**config.mk**
```make
export PLATFORM = sky130hd
export DESIGN_NAME = cp0_multi_int_flat
export DESIGN_NICKNAME = d
export VERILOG_FILES = /design/src/rtl/cp0_multi_int_if.sv /design/src/rtl/cp0_multi_int.sv /design/src/flat_wrapper.sv
export SDC_FILE = /design/constraint.sdc
export NUM_CORES = 1
export LEC_CHECK = 0
export CELL_PAD_IN_SITES_DETAIL_PLACEMENT = 0
export CELL_PAD_IN_SITES_GLOBAL_PLACEMENT = 1
export CORE_MARGIN = 5
export CORE_UTILIZATION = 41
export DETAILED_ROUTE_END_ITERATION = 12
export MAX_ROUTING_LAYER = met4
export PLACE_DENSITY_LB_ADDON = 0.1
export SETUP_SLACK_MARGIN = 0.3
export SLEW_MARGIN = 20
export SYNTH_ARGS = -nofsm -noshare
export SYNTH_HDL_FRONTEND = slang
export SYNTH_SLANG_ARGS = --single-unit
```
**constraint.sdc**
```tcl
create_clock -name clk -period 3.51 [get_ports clk]
set_input_delay 0.8775 -clock clk [delete_from_list [all_inputs] [get_ports clk]]
set_output_delay 0.8775 -clock clk [all_outputs]
set_load 0.005 [all_outputs]
```
**src/rtl/cp0_multi_int_if.sv**
```systemverilog
// Pipeline <-> CP0 bundle: mfc0/mtc0 access, exception/ERET events, interrupt lines, redirect and interrupt request.
interface cp0_multi_int_if #(
    parameter int NR_HW_INT = 6
);
    logic [4:0]           reg_read_addr;
    logic [31:0]          reg_read_data;
    logic                 reg_write_en;
    logic [4:0]           reg_write_addr;
    logic [31:0]          reg_write_data;
    logic                 exc_valid;
    logic [4:0]           exc_code;
    logic [31:0]          exc_epc;
    logic [31:0]          exc_badvaddr;
    logic                 eret;
    logic [NR_HW_INT-1:0] hw_int;
    logic                 int_req;
    logic                 exc_jmp_flag;
    logic [31:0]          exc_jmp_dest;

    modport master (
        output reg_read_addr, reg_write_en, reg_write_addr, reg_write_data,
               exc_valid, exc_code, exc_epc, exc_badvaddr, eret, hw_int,
        input  reg_read_data, int_req, exc_jmp_flag, exc_jmp_dest
    );

    modport slave (
        input  reg_read_addr, reg_write_en, reg_write_addr, reg_write_data,
               exc_valid, exc_code, exc_epc, exc_badvaddr, eret, hw_int,
        output reg_read_data, int_req, exc_jmp_flag, exc_jmp_dest
    );
endinterface

```
**src/rtl/cp0_multi_int.sv**
```systemverilog
// CP0 state, Count/Compare timer, interrupt masking and exception/ERET redirect; CP0_VECTORED_INT_EN adds vectored interrupts.
// Reads are combinational, int_req and redirect are registered (1 cycle); no backpressure, every event is taken when presented.
module cp0_multi_int #(
    parameter int          NR_HW_INT   = 6,
    parameter int          COUNT_DIV   = 1,
    parameter logic [31:0] VEC_SPACING = 32'h20
) (
    input  logic           clk,
    input  logic           rst,
    cp0_multi_int_if.slave bus
);
`ifdef CP0_VECTORED_INT_EN
    localparam bit VEC_EN = 1'b1;
`else
    localparam bit VEC_EN = 1'b0;
`endif
    localparam int            PW         = (COUNT_DIV > 1) ? $clog2(COUNT_DIV) : 1;
    localparam logic [PW-1:0] PRESC_LAST = PW'(COUNT_DIV - 1);

    logic [31:0]   r_badvaddr, r_count, r_entryhi, r_compare, r_status, r_epc;
    logic [29:0]   r_ebase;
    logic [1:0]    r_ip_sw;
    logic [4:0]    r_exccode;
    logic          r_iv;
    logic [PW-1:0] r_presc;
    logic          r_timer_pending;
    logic          r_int_req;
    logic          r_jmp_flag;
    logic [31:0]   r_jmp_dest;

    logic          w_hw5;
    logic [7:0]    w_ip;
    logic [7:0]    w_pend;
    logic [2:0]    w_vec_n;
    logic [31:0]   w_base;
    logic [31:0]   w_exc_off;
    logic [31:0]   w_cause;
    logic          w_wr;
    logic          w_cnt_wr;
    logic          w_cmp_wr;
    logic          w_presc_tc;
    logic          w_tlb_code;
    logic          w_ehi_code;

    // The sixth line shares IP7 with the timer.
    if (NR_HW_INT > 5) begin : g_hw5
        assign w_hw5 = bus.hw_int[5];
    end else begin : g_no_hw5
        assign w_hw5 = 1'b0;
    end

    always_comb begin
        w_ip = {r_timer_pending | w_hw5, 5'b0, r_ip_sw};
        for (int i = 0; i < 5; i++) begin
            if (i < NR_HW_INT) w_ip[2+i] = bus.hw_int[i];
        end
    end

    assign w_pend     = w_ip & r_status[15:8];
    assign w_cause    = {8'h00, r_iv, 7'h00, w_ip, 1'b0, r_exccode, 2'b00};
    assign w_base     = {2'b10, r_ebase[29:12], 12'h000};
    assign w_wr       = bus.reg_write_en & ~bus.exc_valid & ~bus.eret;
    assign w_cnt_wr   = w_wr && (bus.reg_write_addr == 5'd9);
    assign w_cmp_wr   = w_wr && (bus.reg_write_addr == 5'd11);
    assign w_presc_tc = (r_presc == PRESC_LAST);
    assign w_tlb_code = (bus.exc_code == 5'd2) || (bus.exc_code == 5'd3);
    assign w_ehi_code = w_tlb_code || (bus.exc_code == 5'd1);

    always_comb begin
        w_vec_n = 3'd0;
        for (int i = 0; i < 8; i++) begin
            if (w_pend[i]) w_vec_n = 3'(i);
        end
    end

    always_comb begin
        if (w_tlb_code)                                   w_exc_off = 32'h0000_0000;
        else if (VEC_EN && bus.exc_code == 5'd0 && r_iv)  w_exc_off = 32'h200 + 32'(w_vec_n) * VEC_SPACING;
        else                                              w_exc_off = 32'h0000_0180;
    end

    always_comb begin
        case (bus.reg_read_addr)
            5'd8:    bus.reg_read_data = r_badvaddr;
            5'd9:    bus.reg_read_data = r_count;
            5'd10:   bus.reg_read_data = r_entryhi;
            5'd11:   bus.reg_read_data = r_compare;
            5'd12:   bus.reg_read_data = r_status;
            5'd13:   bus.reg_read_data = w_cause;
            5'd14:   bus.reg_read_data = r_epc;
            5'd15:   bus.reg_read_data = {2'b10, r_ebase};
            default: bus.reg_read_data = 32'h0;
        endcase
    end

    always_ff @(posedge clk) begin
        if (rst) begin
            r_badvaddr      <= '0;
            r_count         <= '0;
            r_entryhi       <= '0;
            r_compare       <= '0;
            r_status        <= '0;
            r_epc           <= '0;
            r_ebase         <= '0;
            r_ip_sw         <= '0;
            r_exccode       <= '0;
            r_iv            <= 1'b0;
            r_presc         <= '0;
            r_timer_pending <= 1'b0;
            r_int_req       <= 1'b0;
            r_jmp_flag      <= 1'b0;
            r_jmp_dest      <= '0;
        end else begin
            r_int_req  <= (|w_pend) & r_status[0] & ~r_status[1] & ~bus.exc_valid;
            r_jmp_flag <= bus.exc_valid | bus.eret;

            if (w_cnt_wr) begin
                r_count <= bus.reg_write_data;
                r_presc <= '0;
            end else if (w_presc_tc) begin
                r_count <= r_count + 32'd1;
                r_presc <= '0;
            end else begin
                r_presc <= r_presc + 1'b1;
            end

            // A Compare write acknowledges the timer even if a match lands this cycle.
            if (w_cmp_wr)
                r_timer_pending <= 1'b0;
            else if (!w_cnt_wr && w_presc_tc && r_count == r_compare)
                r_timer_pending <= 1'b1;

            if (bus.exc_valid) begin
                if (r_status[1]) begin
                    r_jmp_dest <= w_base + 32'h180;
                end else begin
                    r_epc       <= bus.exc_epc;
                    r_badvaddr  <= bus.exc_badvaddr;
                    r_exccode   <= bus.exc_code;
                    r_status[1] <= 1'b1;
                    if (w_ehi_code) r_entryhi[31:13] <= bus.exc_badvaddr[31:13];
                    r_jmp_dest  <= w_base + w_exc_off;
                end
            end else if (bus.eret) begin
                r_status[1] <= 1'b0;
                r_jmp_dest  <= r_epc;
            end else if (w_wr) begin
                case (bus.reg_write_addr)
                    5'd8:  r_badvaddr <= bus.reg_write_data;
                    5'd10: r_entryhi  <= bus.reg_write_data;
                    5'd11: r_compare  <= bus.reg_write_data;
                    5'd12: r_status   <= bus.reg_write_data;
                    5'd13: begin
                        r_ip_sw <= bus.reg_write_data[9:8];
                        r_iv    <= VEC_EN & bus.reg_write_data[23];
                    end
                    5'd14: r_epc      <= bus.reg_write_data;
                    5'd15: r_ebase    <= bus.reg_write_data[29:0];
                    default: ;
                endcase
            end
        end
    end

    assign bus.int_req      = r_int_req;
    assign bus.exc_jmp_flag = r_jmp_flag;
    assign bus.exc_jmp_dest = r_jmp_dest;
endmodule

```
**src/flat_wrapper.sv**
```systemverilog
// flat-port wrapper written by rule: the top's interface ports become plain ports
module cp0_multi_int_flat 
#(
    parameter int          NR_HW_INT   = 6,
    parameter int          COUNT_DIV   = 1,
    parameter logic [31:0] VEC_SPACING = 32'h20
)
  (clk, rst, bus_reg_read_addr, bus_reg_write_en, bus_reg_write_addr, bus_reg_write_data, bus_exc_valid, bus_exc_code, bus_exc_epc, bus_exc_badvaddr, bus_eret, bus_hw_int, bus_reg_read_data, bus_int_req, bus_exc_jmp_flag, bus_exc_jmp_dest);
  cp0_multi_int_if #(.NR_HW_INT(NR_HW_INT)) bus_i ();
  input  logic clk;
  input  logic rst;
  input wire logic [$bits(bus_i.reg_read_addr)-1:0] bus_reg_read_addr;
  input wire logic [$bits(bus_i.reg_write_en)-1:0] bus_reg_write_en;
  input wire logic [$bits(bus_i.reg_write_addr)-1:0] bus_reg_write_addr;
  input wire logic [$bits(bus_i.reg_write_data)-1:0] bus_reg_write_data;
  input wire logic [$bits(bus_i.exc_valid)-1:0] bus_exc_valid;
  input wire logic [$bits(bus_i.exc_code)-1:0] bus_exc_code;
  input wire logic [$bits(bus_i.exc_epc)-1:0] bus_exc_epc;
  input wire logic [$bits(bus_i.exc_badvaddr)-1:0] bus_exc_badvaddr;
  input wire logic [$bits(bus_i.eret)-1:0] bus_eret;
  input wire logic [$bits(bus_i.hw_int)-1:0] bus_hw_int;
  output wire logic [$bits(bus_i.reg_read_data)-1:0] bus_reg_read_data;
  output wire logic [$bits(bus_i.int_req)-1:0] bus_int_req;
  output wire logic [$bits(bus_i.exc_jmp_flag)-1:0] bus_exc_jmp_flag;
  output wire logic [$bits(bus_i.exc_jmp_dest)-1:0] bus_exc_jmp_dest;
  assign bus_i.reg_read_addr = bus_reg_read_addr;
  assign bus_i.reg_write_en = bus_reg_write_en;
  assign bus_i.reg_write_addr = bus_reg_write_addr;
  assign bus_i.reg_write_data = bus_reg_write_data;
  assign bus_i.exc_valid = bus_exc_valid;
  assign bus_i.exc_code = bus_exc_code;
  assign bus_i.exc_epc = bus_exc_epc;
  assign bus_i.exc_badvaddr = bus_exc_badvaddr;
  assign bus_i.eret = bus_eret;
  assign bus_i.hw_int = bus_hw_int;
  assign bus_reg_read_data = bus_i.reg_read_data;
  assign bus_int_req = bus_i.int_req;
  assign bus_exc_jmp_flag = bus_i.exc_jmp_flag;
  assign bus_exc_jmp_dest = bus_i.exc_jmp_dest;
  cp0_multi_int #(.NR_HW_INT(NR_HW_INT), .COUNT_DIV(COUNT_DIV), .VEC_SPACING(VEC_SPACING)) u_core (.clk(clk), .rst(rst), .bus(bus_i));
endmodule
```
* Word-level counts from Yosys, hierarchy flattened
Index checks and enable logic that the tools add are counted.
** Storage, ports and cells
- Bits in registers :: 265
- Bits of input ports :: 122
- Output and inout bits :: 66
** Cells by class
- Add/sub/neg operators :: 4
- Eq/ne operators :: 24
- Mux-type cells :: 27
- Bitwise logic cells :: 12
- Reductions and logical operators :: 27
** Operator list (count)
- $mux W32 :: 18
- $pmux W32 S8 :: 1
- $eq A5 B4 Y1 const B :: 16
- $mux W19 :: 3
- $add A32 B1 Y32 const B :: 1
- $add A32 B9 Y32 :: 1
- $add A32 B9 Y32 const B :: 1
- $eq A32 B32 Y1 :: 1
- $reduce_and A4 Y1 :: 7
- $eq A5 B2 Y1 const B :: 2
- $reduce_bool A2 Y1 :: 5
- $mux W9 :: 1
- $and A8 B8 Y8 :: 1
- $reduce_or A8 Y1 :: 1
- $ne A2 B2 Y1 const B :: 3
- $reduce_bool A3 Y1 :: 2
- $and A1 B1 Y1 :: 5
- $eq A5 B1 Y1 const B :: 1
- $reduce_and A5 Y1 :: 1
- $logic_and A1 B1 Y1 :: 4
- $mux W2 :: 2
- $not A1 Y1 :: 4
- $reduce_and A2 Y1 :: 2
- $reduce_or A3 Y1 :: 1
- 7 further kinds :: 10

* Logic depth before layout (Yosys ltp)
Gate-level depths: netlist of run 1.
- Depth after elaboration :: 7
- Mapped depth :: 9
- Gate-level depth less buffers :: 6

* Worst setup path before layout of run 1
Ideal clock, no wire load.
- Path kind :: input to output
- Start point :: input bus_reg_read_addr[1]
- End point :: output bus_reg_read_data[19]
- Arrival :: 2387 ps
- Setup slack :: 245 ps
- Stages on the path :: 6
- Buffers on the path :: 2
- Cell sequence :: or3b_2 > nor3_1 > buf_2 > buf_1 > a22oi_1 > nand3_1
** Between the ends
- Cells in the longest elaborated chain, start to end :: 2
- Elaborated cells on any way between the ends :: 9
** Ends and longest elaborated chain
- from (decl) :: line flat_wrapper.sv:12 : input wire logic [$bits(bus_i.reg_read_addr)-1:0] bus_reg_read_addr;
- $eq A5 B4 Y1 :: line cp0_multi_int.sv:83 : case (bus.reg_read_addr)
- $pmux W32 S8 (*) :: line cp0_multi_int.sv:83
- to (decl) :: line flat_wrapper.sv:22 : output wire logic [$bits(bus_i.reg_read_data)-1:0] bus_reg_read_data;
Mark *: on every way between the ends. The rest lies on a longest branch, timed or not.

* Worst setup path after layout of run 1
- Start point :: input bus_reg_read_addr[2]
- End point :: output bus_reg_read_data[28]
The elaborated chain is that of the path after synthesis.

==> qor.csv, run 1 <==
stage;metric;value;unit
status;status;finished, final reports clean;
sta;drv_slew;0;
placed_design;place_congestion;0.939;
synthesis;synthesis.area;12300;µm²
synthesis;ys_warn_count;0;
global_route;antenna_found_initial;3;
sta;finalClockSkew;11.6;ps
critical_path;r2r_setup_slack;1090;ps
synthesis;synth-async-reset-ratio;0;
floorplan;die_y;183;µm
placed_design;dp_hpwl;33400;µm
routing;drtAntennaViolNets;0;
critical_path;reg2reg_from;u_core.r_status[1];
synthesis;yosys-top-cells-area;dfxtp_1 43%, mux2i_1 11%, nor2_1 8.6%;
critical_path;worst-r2r-cell-count;6;
run;drv_cap;0;
routing;dr.pass1.iters;5;
critical_path;cp_slowest_cell;a222oi_1;
layout;instances_no_fill;2017;
sta;fmax;301;MHz
routing;drt_iter0_drc;1080;
critical_path;cpMostUsedCell;buf_6;
clock_tree;cts_buffers;30;
layout;multi_input_area;6760;µm²
worst_hold_path;holdPathStages;2;
floorplan;ios;188;
layout;syn_to_final_growth;32.9;%
global_route;gr-total-overflow;0;
sta;rsz0062_at_grt;true;
critical_path;critical_path.cell_chain;buf_6 > buf_6 > nand3b_1 > nor3_2 > buf_12 > buf_8 > buf_6 > a222oi_1 > nand3_1 > buf_2;
sta;finalSetupViolations;0;
routing;route.vias.total;11600;
synthesis;dominantRegCellSynth;dfxtp_1;
global_route;first_global_vias;11400;
worst_hold_path;min_path_type;flop to flop;
routing;wl_met1;18300;µm
floorplan;core_area;29600;µm²
clock_tree;cts.clk_slew.worst_paths;60;ps
placed_design;dp_cells;1920;
global_route;grt_pass1_wl;69700;µm
clock_tree;cts_hold_buf;0;
clock_tree;root_buffer;clkbuf_16;
layout;drive_gt1_frac;0.151;
placed_design;post_dp_cell_area;14800;µm²
critical_path;end_kind;output pin;
critical_path;max_stage_delay;450;ps
clock_tree;numClockSinks;265;
synthesis;synth_area_leader_cell;dfxtp_1;
clock_tree;cts_max_level;1;
worst_hold_path;hp-start;u_core.r_exccode[4];
layout;seq_area;5310;µm²
placed_design;port_buffers;187;
synthesis;synth_top_area_frac;0.431;
synthesis;postSynthAreaPerCell;8.80;µm²
routing;routedWlPerCell;23.6;µm
global_route;grt.total_usage;0.277;
global_route;grt_max_degree;188;
synthesis;synthesis.nets;1522;
synthesis;netlist_top_cells_count;281 x nor2_1, 265 x dfxtp_1, 137 x mux2i_1, 96 x a211oi_1, 91 x a21oi_1;
critical_path;crit_arrival;2440;ps
critical_path;r2r_end;u_core.r_entryhi[20];
synthesis;synth_most_common_cell;nor2_1;
clock_tree;clock_path_buffers;3;
floorplan;dieArea;33600;µm²
clock_tree;cts_tree;built;
sta;period_share;0.945;
power_and_ir_drop;p_per_area;424;nW/µm²
power_and_ir_drop;vdd_drop_max;0.352;mV
worst_hold_path;whs_endpoint;u_core.r_exccode[4];
synthesis;synth_edf_count;0;
routing;drt_wl_total;47600;µm
floorplan;row_count;63;
layout;fill_cells;2777;
routing;wl_met3;2800;µm
routing;drc;0;
routing;drt-vias-per-instance;5.76;
sta;hold_viol_final;0;
critical_path;cp_max_fo;4;
routing;top_layer_used;met4;
layout;nets;1726;
routing;wl_met2;24200;µm
critical_path;cp-start-kind;input port;
power_and_ir_drop;p_leak;6.82;nW
synthesis;ys_seq_area_frac;0.431;
synthesis;ys_ff_latch;265;
floorplan;start_util;0.415;
sta;finalCriticalPeriod;3320;ps
sta;slew_headroom;0.337;
synthesis;syn_inst;1399;
synthesis;ys_types;47;
critical_path;crit_type;input port to output pin;
critical_path;cp.required;2630;ps
floorplan;die_w;183;µm
layout;final_area;16400;µm²
clock_tree;clk_latency;550;ps
sta;tightest_slew;994;ps
[cell type report]
class / count / share of cell area
diodes: 3 / 0.000459
clock buffers: 46 / 0.0558
clock inverters: 7 / 0.00229
inverters: 3 / 0.000688
multi-input cells: 1014 / 0.413
flip-flops and latches: 265 / 0.324
well taps: 390 / 0.0298
repair buffers: 289 / 0.173
[stage by stage]
| stage | worst slack [ps] | hold slack (ps) | util | setup TNS [ps] | power, mW |
|---|---|---|---|---|---|
| finish | 193 | 466 | 0.552 | 0 | 6.94 |
| global route | 147 | 487 | 0.552 | 0 | 7.15 |
| CTS | 190 | 465 | 0.545 | 0 | 6.97 |
| global placement | -528 | 456 | 0.501 | -14950 | 3.92 |
| detailed placement | -547 | 457 | 0.501 | -15810 | 3.93 |
| floorplan | 334 | 437 | - | 0 | 3.53 |
[where the power goes]
part	internal (mW)	leakage [nW]	total (mW)	switching, mW
Combinational	0.322	4.20	0.690	0.368
Sequential	3.10	2.15	3.21	0.109
Clock	1.77	0.471	3.04	1.27
Total	5.19	6.82	6.94	1.75
[worst max-delay path, delay by kind of cell]
family | cells | cell delay [ps]
and+or+nand+nor | 3 | 390
buffers and inverters | 6 | 710
AOI/OAI and AO/OA | 1 | 450
[how the worst max path moves through the flow]
stage,slack [ps],startpoint,end,cells past startpoint
floorplan,330,bus_reg_read_addr[1],bus_reg_read_data[30],6
global placement,-530,bus_reg_read_addr[3],bus_reg_read_data[13],8
detailed placement,-550,bus_reg_read_addr[3],bus_reg_read_data[13],8
CTS,190,bus_reg_read_addr[2],bus_reg_read_data[28],10
global route,150,bus_reg_read_addr[2],bus_reg_read_data[26],10
finish,190,bus_reg_read_addr[2],bus_reg_read_data[28],10
[cell families after synthesis]
family / Yosys count / synth area share
flip-flops: 265 / 0.431
other: 1 / 0.000305
AO/OA/AOI/OAI: 325 / 0.188
buffers and inverters: 120 / 0.0401
AND/OR/NAND/NOR: 484 / 0.181
adder cells (fa/ha/maj): 1 / 0.00102
multiplexers: 140 / 0.114
XOR/XNOR: 63 / 0.0448
[placed cells by master, fill, tap and decap left out, types with 8 or more instances in the layout]
cell / netlist / final
a211oi_1: 96 / 96
a21o_1: 12 / 12
a21oi_1: 91 / 91
a221oi_1: 20 / 19
a222oi_1: 23 / 23
a22oi_1: 71 / 44
a22oi_2: 0 / 27
buf_12: 0 / 14
buf_2: 17 / 33
buf_4: 6 / 58
buf_6: 0 / 26
clkbuf_16: 0 / 31
clkbuf_8: 0 / 8
clkdlybuf4s50_1: 0 / 147
dfxtp_1: 265 / 265
mux2i_1: 137 / 137
nand2_1: 35 / 32
nand3_1: 41 / 34
nand4_1: 24 / 24
nor2_1: 281 / 278
nor2b_1: 36 / 36
nor3_1: 30 / 26
xnor2_1: 44 / 44
xor2_1: 19 / 19
[registers in the layout, indices dropped and copies added (netlist names)]
register	flops
u_core.r_count	32
u_core.r_presc	1
u_core.r_badvaddr	32
u_core.r_exccode	5
u_core.bus.exc_jmp_dest	32
u_core.r_entryhi	32
u_core.bus.int_req	1
u_core.r_timer_pending	1
u_core.r_ebase	30
u_core.r_compare	32
u_core.r_status	32
u_core.r_epc	32
u_core.r_ip_sw	2
u_core.bus.exc_jmp_flag	1
[layer usage]
| metal | up-vias | GRT usage |
|---|---|---|
| li1 | 5501 | - |
| met1 | 5559 | 0.321 |
| met2 | 457 | 0.483 |
| met3 | 111 | 0.0363 |
| met4 | 0 | 0.115 |
| met5 | - | - |
[timing repair]
action                     in CTS  in global routing
setup buffers                  30                  7
gates cloned                    4                  0
setup endpoints to repair      32                 32
pin swaps                      42                 30
gates resized for setup       189                 39
Power figures use the tool's default switching activity.
==> run 2: changes to the inputs <==
Settings changed: CELL_PAD_IN_SITES_DETAIL_PLACEMENT 0 to unset, CELL_PAD_IN_SITES_GLOBAL_PLACEMENT 1 to unset, CORE_UTILIZATION 41 to 54, PLACE_DENSITY set to 0.8, PLACE_DENSITY_LB_ADDON 0.1 to unset.
==> run 2 against run 1 <==
  * Core utilization rose by 17 points
  * Design area fell by 1.1%
  * Flip-flop and latch count did not move
  * Register-to-register slack got worse by 80 ps
  * Hold slack got worse by 7.1 ps
  * Count of clock-buffer cells in the layout fell by 3
  * Largest power group unchanged
  * Global-route usage rose by 6.8 points
  * Fmax fell by 1.4%
  * Setup slack got worse by 47 ps
  * Non-clock buffer count fell by 11
  * Highest routed layer unchanged
  * Die area fell by 23%
==> qor.csv, run 2 (synthesized netlist as in run 1, its figures left out) <==
stage;metric;value;unit;change
status;status;finished, final reports clean;;unchanged
clock_tree;cts_buffers;29;;was 30
power_and_ir_drop;combinationalPowerShare;0.101;;was 0.100
sta;hold_ws;459;ps;was 466 ps
critical_path;crit_type;input port to output pin;;unchanged
routing;drt-vias-per-instance;6.44;;was 5.76
global_route;grt_max_degree;132;;was 188
routing;dr.pass1.iters;7;;was 5
critical_path;cp-start-kind;input port;;unchanged
routing;routedWlPerCell;24.6;µm;was 23.6 µm
clock_tree;cts_tree;built;;unchanged
layout;fill_cells;1729;;was 2777
global_route;antenna_found_initial;2;;was 3
sta;hold_viol_final;0;;unchanged
global_route;grt_pass1_wl;67900;µm;was 69700 µm
floorplan;core_area;22600;µm²;was 29600 µm²
global_route;grt.total_usage;0.345;;was 0.277
sta;finalClockSkew;11.1;ps;was 11.6 ps
layout;layout_commonest_cell;nor2_1;;unchanged
power_and_ir_drop;p_leak;6.74;nW;was 6.82 nW
layout;layout_common_cells;278 x nor2_1, 265 x dfxtp_1, 147 x clkdlybuf4s50_1, 137 x mux2i_1, 96 x a211oi_1;;unchanged
placed_design;port_buffers;187;;unchanged
global_route;grt_use_met2;0.580;;was 0.483
floorplan;dieArea;25900;µm²;was 33600 µm²
sta;period_share;0.958;;was 0.945
sta;slew_headroom;0.341;;was 0.337
layout;instances_no_fill;1896;;was 2017
routing;drtAntennaViolNets;0;;unchanged
run;drv_cap;0;;unchanged
routing;drt_iter0_drc;1486;;was 1080
global_route;first_global_vias;11700;;was 11400
critical_path;cp_max_fo;7;;was 4
sta;fmax;297;MHz;was 301 MHz
clock_tree;cts_max_level;1;;unchanged
layout;fin_util;0.717;;was 0.552
power_and_ir_drop;power.internal;5.18;mW;was 5.19 mW
power_and_ir_drop;switching_share;0.249;;was 0.252
clock_tree;numClockSinks;265;;unchanged
routing;drt_wl_total;46600;µm;was 47600 µm
floorplan;die_w;161;µm;was 183 µm
global_route;gr-usage-met1;0.394;;was 0.321
placed_design;place_congestion;0.993;;was 0.939
routing;route.vias.total;12200;;was 11600
global_route;grt.busiest_layer;met2;;unchanged
power_and_ir_drop;switching_power;1.72;mW;was 1.75 mW
power_and_ir_drop;clkPwrFrac;0.435;;was 0.438
critical_path;cp.required;2630;ps;about the same
floorplan;row_count;55;;was 63
routing;drc;0;;unchanged
global_route;use_met3;0.0523;;was 0.0363
layout;final_area;16200;µm²;was 16400 µm²
clock_tree;root_buffer;clkbuf_16;;unchanged
placed_design;post_dp_cell_area;14700;µm²;was 14800 µm²
power_and_ir_drop;vdd_drop_max;0.415;mV;was 0.352 mV
floorplan;start_util;0.545;;was 0.415
power_and_ir_drop;p_per_area;427;nW/µm²;was 424 nW/µm²
clock_tree;cts_hold_buf;0;;unchanged
sta;tightest_slew;988;ps;was 994 ps
layout;syn_to_final_growth;31.5;%;was 32.9%
clock_tree;clock_path_buffers;3;;unchanged
critical_path;crit_arrival;2490;ps;was 2440 ps
global_route;gr-total-overflow;0;;unchanged
clock_tree;cts.clk_slew.worst_paths;60;ps;about the same
sta;rsz0062_at_grt;true;;unchanged
clock_tree;clk_latency;550;ps;about the same
power_and_ir_drop;seqPwrFrac;0.464;;was 0.462
critical_path;end_kind;output pin;;unchanged
placed_design;dp_hpwl;32100;µm;was 33400 µm
placed_design;dp_cells;1810;;was 1920
worst_hold_path;min_path_type;flop to flop;;unchanged
sta;finalCriticalPeriod;3360;ps;was 3320 ps
layout;drive_gt1_frac;0.146;;was 0.151
floorplan;die_y;161;µm;was 183 µm
sta;drv_slew;0;;unchanged
sta;finalSetupViolations;0;;unchanged
power_and_ir_drop;total_power;6.90;mW;was 6.94 mW
layout;nets;1714;;was 1726
floorplan;ios;188;;unchanged
==> run 2: area by class of cell <==
class                   count  area (µm²)  area share
clock buffers              43         868      0.0537
well taps                 285         357      0.0220
repair buffers            278        2820       0.174
multi-input cells        1014        6760       0.418
flip-flops and latches    265        5310       0.328
clock inverters             5        58.8     0.00363
diodes                      3        7.51    0.000464
inverters                   3        11.3    0.000696
==> run 2: final timing paths <==
path | from | endpoint | slack [ps] | cells after the start
worst max-delay path | bus_reg_read_addr[3] | bus_reg_read_data[15] | 150 | 10
worst min-delay path | u_core.r_exccode[2] | u_core.r_exccode[2] | 460 | 2
worst max register to register | u_core.r_status[1] | u_core.r_entryhi[17] | 1010 | 6
worst min register to register | u_core.r_exccode[2] | u_core.r_exccode[2] | 460 | 2
==> run 2: power by group through the flow <==
stage / clock (mW) / sequential (mW) / combinational [mW]
2_1_floorplan: 0 / 3.21 / 0.324
3_3_place_gp: 0 / 3.26 / 0.646
3_5_place_dp: 0 / 3.26 / 0.654
4_1_cts: 3.00 / 3.20 / 0.679
5_1_grt: 3.13 / 3.21 / 0.745
6_report: 3.00 / 3.21 / 0.698
==> run 2: repair_timing <==
item	in CTS	in global routing
pin swaps	44	49
buffers inserted	24	5
cloned	5	1
resized for setup	190	35
endpoints found under the setup margin	32	32
==> run 2: critical path, stage by stage <==
cell	delay, ps
buf_6	90
or3b_4	240
nor3_4	40
buf_4	130
buf_8	130
buf_12	120
buf_16	130
a222oi_1	390
nand3_2	160
buf_2	160
==> run 2: metal layers <==
metal,share of wire,vias to the layer above
met4,0.079,0
li1,-,5471
met3,0.085,215
met2,0.47,786
met5,0,-
met1,0.36,5731
==> run 2: stage by stage <==
step / setup TNS [ps] / worst slack, ps
6_report: 0 / 146
3_3_place_gp: -14700 / -518
5_1_grt: 0 / 145
4_1_cts: 0 / 218
3_5_place_dp: -15430 / -550
2_1_floorplan: 0 / 334
